--- config.mk ---
export PLATFORM = sky130hd
export DESIGN_NAME = ifetch_unit
export DESIGN_NICKNAME = d
export VERILOG_FILES = /design/src/rtl/ifetch_unit.sv
export SDC_FILE = /design/constraint.sdc
export NUM_CORES = 1
export LEC_CHECK = 0
export ABC_AREA = 1
export CORE_UTILIZATION = 45
export DETAILED_ROUTE_END_ITERATION = 16
export GPL_TIMING_DRIVEN = 0
export PLACE_DENSITY = 0.68
export SLEW_MARGIN = 20
export SYNTH_ARGS = -nofsm -noshare
export SYNTH_HDL_FRONTEND = slang
export SYNTH_SLANG_ARGS = --single-unit
--- constraint.sdc ---
create_clock -name clk_i -period 9 [get_ports clk_i]
set_input_delay 1.8 -clock clk_i [delete_from_list [all_inputs] [get_ports clk_i]]
set_output_delay 1.8 -clock clk_i [all_outputs]
set_load 0.02 [all_outputs]
--- src/rtl/ifetch_unit.sv ---
// Instruction fetch stage: owns the PC, fetches 32-bit words over a req/gnt/rvalid
// bus with at most one outstanding request, buffers them in a small FIFO and hands
// them to decode over valid/ready. Redirects flush both the FIFO and any in-flight word.
// FIFO_DEPTH must be 2 or 4 (power of two keeps pointer wrap free); RESET_PC[1:0] must be 0.
module ifetch_unit #(
    parameter logic [31:0] RESET_PC   = 32'h0000_0000,
    parameter int unsigned PC_STEP    = 4,
    parameter int unsigned FIFO_DEPTH = 2
) (
    input  logic        clk_i,
    input  logic        rst_i,
    // Instruction memory bus
    output logic        imem_req_o,
    output logic [31:0] imem_addr_o,
    input  logic        imem_gnt_i,
    input  logic        imem_rvalid_i,
    input  logic [31:0] imem_rdata_i,
    // Control flow redirect
    input  logic        redirect_i,
    input  logic [31:0] redirect_pc_i,
    // Decode side
    output logic        instr_valid_o,
    input  logic        instr_ready_i,
    output logic [31:0] instr_o,
    output logic [6:0]  opcode_o,
    output logic [31:0] instr_pc_o
);

    localparam int unsigned PtrW = $clog2(FIFO_DEPTH);
    localparam int unsigned CntW = $clog2(FIFO_DEPTH + 1);
    localparam logic [CntW-1:0] Depth = CntW'(FIFO_DEPTH);

    typedef enum logic [1:0] {
        StIdle,
        StReq,
        StResp,
        StFlush
    } state_e;

    state_e           state_q, state_d;
    logic [31:0]      pc_q, pc_d;
    // Address of the request currently in flight, stored alongside its data.
    logic [31:0]      req_pc_q, req_pc_d;

    logic [31:0]      fifo_instr_q [FIFO_DEPTH];
    logic [31:0]      fifo_pc_q    [FIFO_DEPTH];
    logic [PtrW-1:0]  wr_ptr_q, wr_ptr_d;
    logic [PtrW-1:0]  rd_ptr_q, rd_ptr_d;
    logic [CntW-1:0]  count_q, count_d;

    // Registered head of the FIFO as seen by decode.
    logic             valid_q, valid_d;
    logic [31:0]      instr_q, instr_d;
    logic [31:0]      instr_pc_q, instr_pc_d;

    logic             push;
    logic             pop;
    logic [CntW-1:0]  count_popped;
    logic [31:0]      redirect_target;
    logic             unused_redirect_lsb;

    assign redirect_target     = {redirect_pc_i[31:2], 2'b00};
    assign unused_redirect_lsb = ^redirect_pc_i[1:0];

    // A response landing together with a redirect belongs to the old path: drop it.
    assign push = (state_q == StResp) && imem_rvalid_i && !redirect_i;
    assign pop  = valid_q && instr_ready_i;
    // valid_q mirrors count_q != 0, so this never underflows.
    assign count_popped = count_q - CntW'(pop);

    // Fetch FSM: request issue, response wait, and redirect handling.
    always_comb begin
        state_d    = state_q;
        pc_d       = pc_q;
        req_pc_d   = req_pc_q;
        imem_req_o = 1'b0;

        unique case (state_q)
            StIdle: begin
                // Nothing outstanding here, so the space check is on the count alone.
                if (count_q < Depth) begin
                    state_d = StReq;
                end
            end
            StReq: begin
                imem_req_o = 1'b1;
                if (imem_gnt_i) begin
                    req_pc_d = pc_q;
                    pc_d     = pc_q + 32'(PC_STEP);
                    state_d  = StResp;
                end
            end
            StResp: begin
                if (imem_rvalid_i) begin
                    // Another word fits if occupancy after this push stays below depth.
                    state_d = (count_popped < (Depth - CntW'(1))) ? StReq : StIdle;
                end
            end
            StFlush: begin
                if (imem_rvalid_i) begin
                    state_d = StReq;
                end
            end
            default: state_d = StIdle;
        endcase

        if (redirect_i) begin
            pc_d = redirect_target;
            // Stay in (or enter) FLUSH only while a response is still owed to us.
            if (((state_q == StResp) && !imem_rvalid_i) ||
                ((state_q == StReq) && imem_gnt_i) ||
                ((state_q == StFlush) && !imem_rvalid_i)) begin
                state_d = StFlush;
            end else begin
                state_d = StReq;
            end
        end
    end

    assign imem_addr_o = pc_q;

    // FIFO bookkeeping and next value of the registered head.
    always_comb begin
        wr_ptr_d   = wr_ptr_q;
        rd_ptr_d   = rd_ptr_q;
        count_d    = count_q;
        valid_d    = valid_q;
        instr_d    = instr_q;
        instr_pc_d = instr_pc_q;

        if (redirect_i) begin
            wr_ptr_d = '0;
            rd_ptr_d = '0;
            count_d  = '0;
            valid_d  = 1'b0;
        end else begin
            wr_ptr_d = wr_ptr_q + PtrW'(push);
            rd_ptr_d = rd_ptr_q + PtrW'(pop);
            count_d  = count_popped + CntW'(push);
            valid_d  = (count_d != '0);
            if (count_d != '0) begin
                if (count_popped == '0) begin
                    // FIFO drains to empty this cycle, so the new head is the word arriving now.
                    instr_d    = imem_rdata_i;
                    instr_pc_d = req_pc_q;
                end else begin
                    instr_d    = fifo_instr_q[rd_ptr_d];
                    instr_pc_d = fifo_pc_q[rd_ptr_d];
                end
            end
            // When empty, the head registers keep their last contents.
        end
    end

    // FSM, PC and in-flight address registers.
    always_ff @(posedge clk_i or posedge rst_i) begin
        if (rst_i) begin
            state_q  <= StIdle;
            pc_q     <= RESET_PC;
            req_pc_q <= RESET_PC;
        end else begin
            state_q  <= state_d;
            pc_q     <= pc_d;
            req_pc_q <= req_pc_d;
        end
    end

    // FIFO storage, pointers, count and the registered head.
    always_ff @(posedge clk_i or posedge rst_i) begin
        if (rst_i) begin
            for (int i = 0; i < int'(FIFO_DEPTH); i++) begin
                fifo_instr_q[i] <= '0;
                fifo_pc_q[i]    <= '0;
            end
            wr_ptr_q   <= '0;
            rd_ptr_q   <= '0;
            count_q    <= '0;
            valid_q    <= 1'b0;
            instr_q    <= '0;
            instr_pc_q <= '0;
        end else begin
            if (push) begin
                fifo_instr_q[wr_ptr_q] <= imem_rdata_i;
                fifo_pc_q[wr_ptr_q]    <= req_pc_q;
            end
            wr_ptr_q   <= wr_ptr_d;
            rd_ptr_q   <= rd_ptr_d;
            count_q    <= count_d;
            valid_q    <= valid_d;
            instr_q    <= instr_d;
            instr_pc_q <= instr_pc_d;
        end
    end

    assign instr_valid_o = valid_q;
    assign instr_o       = instr_q;
    assign opcode_o      = instr_q[6:0];
    assign instr_pc_o    = instr_pc_q;

endmodule

==> impl_metrics.env <==
export IMPL_status="completed"
export IMPL_fin_crit_ns=3.97
export IMPL_crit_type="in -> reg"
export IMPL_dieHeight_um=167
export IMPL_final_nets=1923
export IMPL_yosys_top_cells_area="dfrtp_1 (52%), nand2_1 (21%), o21ai_0 (7.4%)"
export IMPL_hold_viol_final=0
export IMPL_slew_headroom_pct=54.2
export IMPL_cts_buffers=28
export IMPL_wl_mm=32.9
export IMPL_max_freq_mhz=252
export IMPL_vias=11200
export IMPL_io_buffer_count=167
export IMPL_tns_ns=0
export IMPL_power_density_nw_per_um2=329
export IMPL_stdcell_count=2209
export IMPL_n_antenna_cell=0
export IMPL_clockBufferDepth=3
export IMPL_ys_seq_area_share_pct=51.7
export IMPL_drc=0
export IMPL_swShare_pct=38.9
export IMPL_grt_pass1_wl_mm=55.0
export IMPL_viasPerCell=5.07
export IMPL_end_kind="flip-flop"
export IMPL_rsz0062_at_grt="false"
export IMPL_cp_start_kind="primary input"
export IMPL_synth_distinct_cells=24
export IMPL_io_pins=175
export IMPL_syn_mean_instance_area_sq_um=7.44
export IMPL_slowest_delay_ns=0.56
export IMPL_htree_levels=1
export IMPL_drv_slew=0
export IMPL_area_growth_pct=25.6
export IMPL_antenna_found_initial=0
export IMPL_p_leak_nw=7.68
export IMPL_root_buffer="clkbuf_16"
export IMPL_fin_skew_ns=0.0162
export IMPL_tritoncts="built"
export IMPL_critical_path_cell_chain="clkdlybuf4s50_1 > nand2_1 > nor2_1 > ha_1 > clkbuf_1 > clkbuf_1 > nand2_1 > o21ai_0"
export IMPL_cts_resized=0
export IMPL_period_share_pct=44.1
export IMPL_synth_top_area_share_pct=51.7
export IMPL_synth_cell_area_sq_um=12200
export IMPL_design_area_sq_um=15400
export IMPL_switchingPower_mw=1.96
export IMPL_ctsHoldBuffers=0
export IMPL_ys_warnings_count=0
export IMPL_tightest_slew_ns=0.686
export IMPL_die_area_sq_um=27900
export IMPL_die_width_um=167
export IMPL_gp_congestion=0.895
export IMPL_hold_path_class="reg -> reg"
export IMPL_maxCapViolCount=0
export IMPL_synthCells=1646
export IMPL_arrival_ns=4.43
export IMPL_first_iter_violations=871
export IMPL_critPathTopFamily="buffers and inverters"
export IMPL_combPwrFrac_pct=40.0
export IMPL_clk_pin_slew_ns=0.06
export IMPL_grt_overflow=0
export IMPL_num_rows=60
export IMPL_clock_latency_ns=0.55
export IMPL_placed_cells=2159
export IMPL_seqPwrFrac_pct=36.2
export IMPL_cp_max_fo=10
export IMPL_place_area_sq_um=14400
export IMPL_grt_usage_pct=24.2
export IMPL_setup_viol=0
export IMPL_wl_per_cell_um=14.9
export IMPL_nFillCells=2515
export IMPL_initial_core_util_pct=45.7
export IMPL_antenna_left=0
export IMPL_cp_required_ns=9.46
export IMPL_grt_max_degree=97
export IMPL_cts_setup_buffers=0
export IMPL_coreArea_sq_um=26800
export IMPL_grt_pass1_vias=10700
export IMPL_synth_top_area_cell="dfrtp_1"
export IMPL_drive_gt1_share_pct=5.84
export IMPL_p_total_mw=5.05
export IMPL_p_int_mw=3.09
export IMPL_clockPowerShare_pct=23.7
export IMPL_path_buf_inv=3
export IMPL_ir_drop_mv=0.182
export IMPL_synth_seq_cells=253
export IMPL_drt_pass1_iter_count=6
export IMPL_cts_num_sinks=253
export IMPL_crit_slowest_cell="clkbuf_1"
export IMPL_hpwl_mm=22.9
## cell type report
| cell class | count | area, sq um | share of cell area (%) |
|---|---|---|---|
| buffer | 93 | 443 | 2.88 |
| clock buffer | 37 | 796 | 5.17 |
| clock inverter | 13 | 170 | 1.11 |
| inverter | 196 | 743 | 4.83 |
| multi-input combinational | 1107 | 4740 | 30.8 |
| sequential | 253 | 6330 | 41.2 |
| tap | 341 | 427 | 2.77 |
| timing repair buffer | 169 | 1730 | 11.2 |
## cell usage after synthesis (all sizes together)
cell type	count
xnor2	1
nand3	171
o21ai	180
conb	1
o21bai	4
clkbuf	40
o211ai	3
ha	5
o221ai	3
clkinv	1
dfrtp	253
nand2	682
nand4	1
buf	53
a21oi	1
nor2	45
or2	1
inv	195
xor2	6
## kinds of logic (layout without fill, tap and decap cells)
logic type                 Yosys count  after routing  share of synthesized area (%)
AOI/OAI and AO/OA                  191            191                           8.04
xor gates and xnor gates             7              7                          0.562
adders and majority gates            5              5                          0.511
buffers and inverters              289            508                           9.63
DFF                                253            253                           51.7
other                                1              4                         0.0306
and+or+nand+nor                    900            900                           29.5
## registers in the layout, summed over array words and instances (netlist names)
signal	count
fifo_instr_q	64
fifo_pc_q	60
instr_o	32
imem_addr_o	30
instr_pc_o	30
req_pc_q	30
count_q	2
state_q	2
instr_valid_o	1
rd_ptr_q	1
wr_ptr_q	1
## power groups by stage
stage	registers (mW)	clock network (mW)	logic, mW
2_1_floorplan	1.97	0	1.10
3_3_place_gp	1.83	0	1.98
3_5_place_dp	1.84	0	2.02
4_1_cts	1.83	1.22	2.03
5_1_grt	1.88	1.27	2.27
6_report	1.83	1.20	2.02
## cells in the final DEF (no fill, tap or decap), drive strengths merged
cell	synthesis	final
xnor2	1	1
o21bai	4	4
clkbuf	40	77
o21ai	180	180
buf	53	55
clkdlybuf4s50	0	167
o211ai	3	3
nand4	1	1
conb	1	4
nor2	45	45
clkinv	1	8
inv	195	195
ha	5	5
dfrtp	253	253
a21oi	1	1
nand3	171	171
o221ai	3	3
xor2	6	6
nand2	682	682
bufinv	0	4
clkinvlp	0	2
or2	1	1
## metrics by stage
step           worst slack, ns  hold WS, ns  utilization [%]
2_1_floorplan            0.243        0.485                -
3_3_place_gp             -3.08        0.490             53.5
3_5_place_dp              4.49        0.494             53.8
4_1_cts                   5.05        0.509             57.4
5_1_grt                   4.80        0.528             57.4
6_report                  5.03        0.504             57.4
## worst register-to-register path, delay by kind of cell (launching register included)
kind	cells	cell delay, ns
fa+ha+maj	1	0.47
compound gates	1	0.11
flops	1	0.42
simple gates	4	0.67
buf+inv	2	1.00
## routing by layer
layer / global-route usage [%] / share of wire [%] / up-vias
li1: - / - / 5493
met1: 35.0 / 47 / 5253
met2: 38.2 / 44 / 388
met3: 3.42 / 6.6 / 63
met4: 6.48 / 2.3 / 0
met5: 0 / 0 / -
## path summary, 6_finish.rpt
path / startpoint / to / slack, ns / cells after the start
min in group asynchronous: rst_i / instr_o[28] / 1.81 / 2
max in group asynchronous: rst_i / fifo_pc_q[60] / 6.31 / 3
max reg2reg: state_q[0] / fifo_pc_q[26] / 6.26 / 8
min reg2reg: instr_pc_o[17] / instr_pc_o[17] / 0.50 / 2
max: imem_rvalid_i / fifo_pc_q[26] / 5.03 / 8
min: instr_pc_o[17] / instr_pc_o[17] / 0.50 / 2
Power figures use the tool's default switching activity.
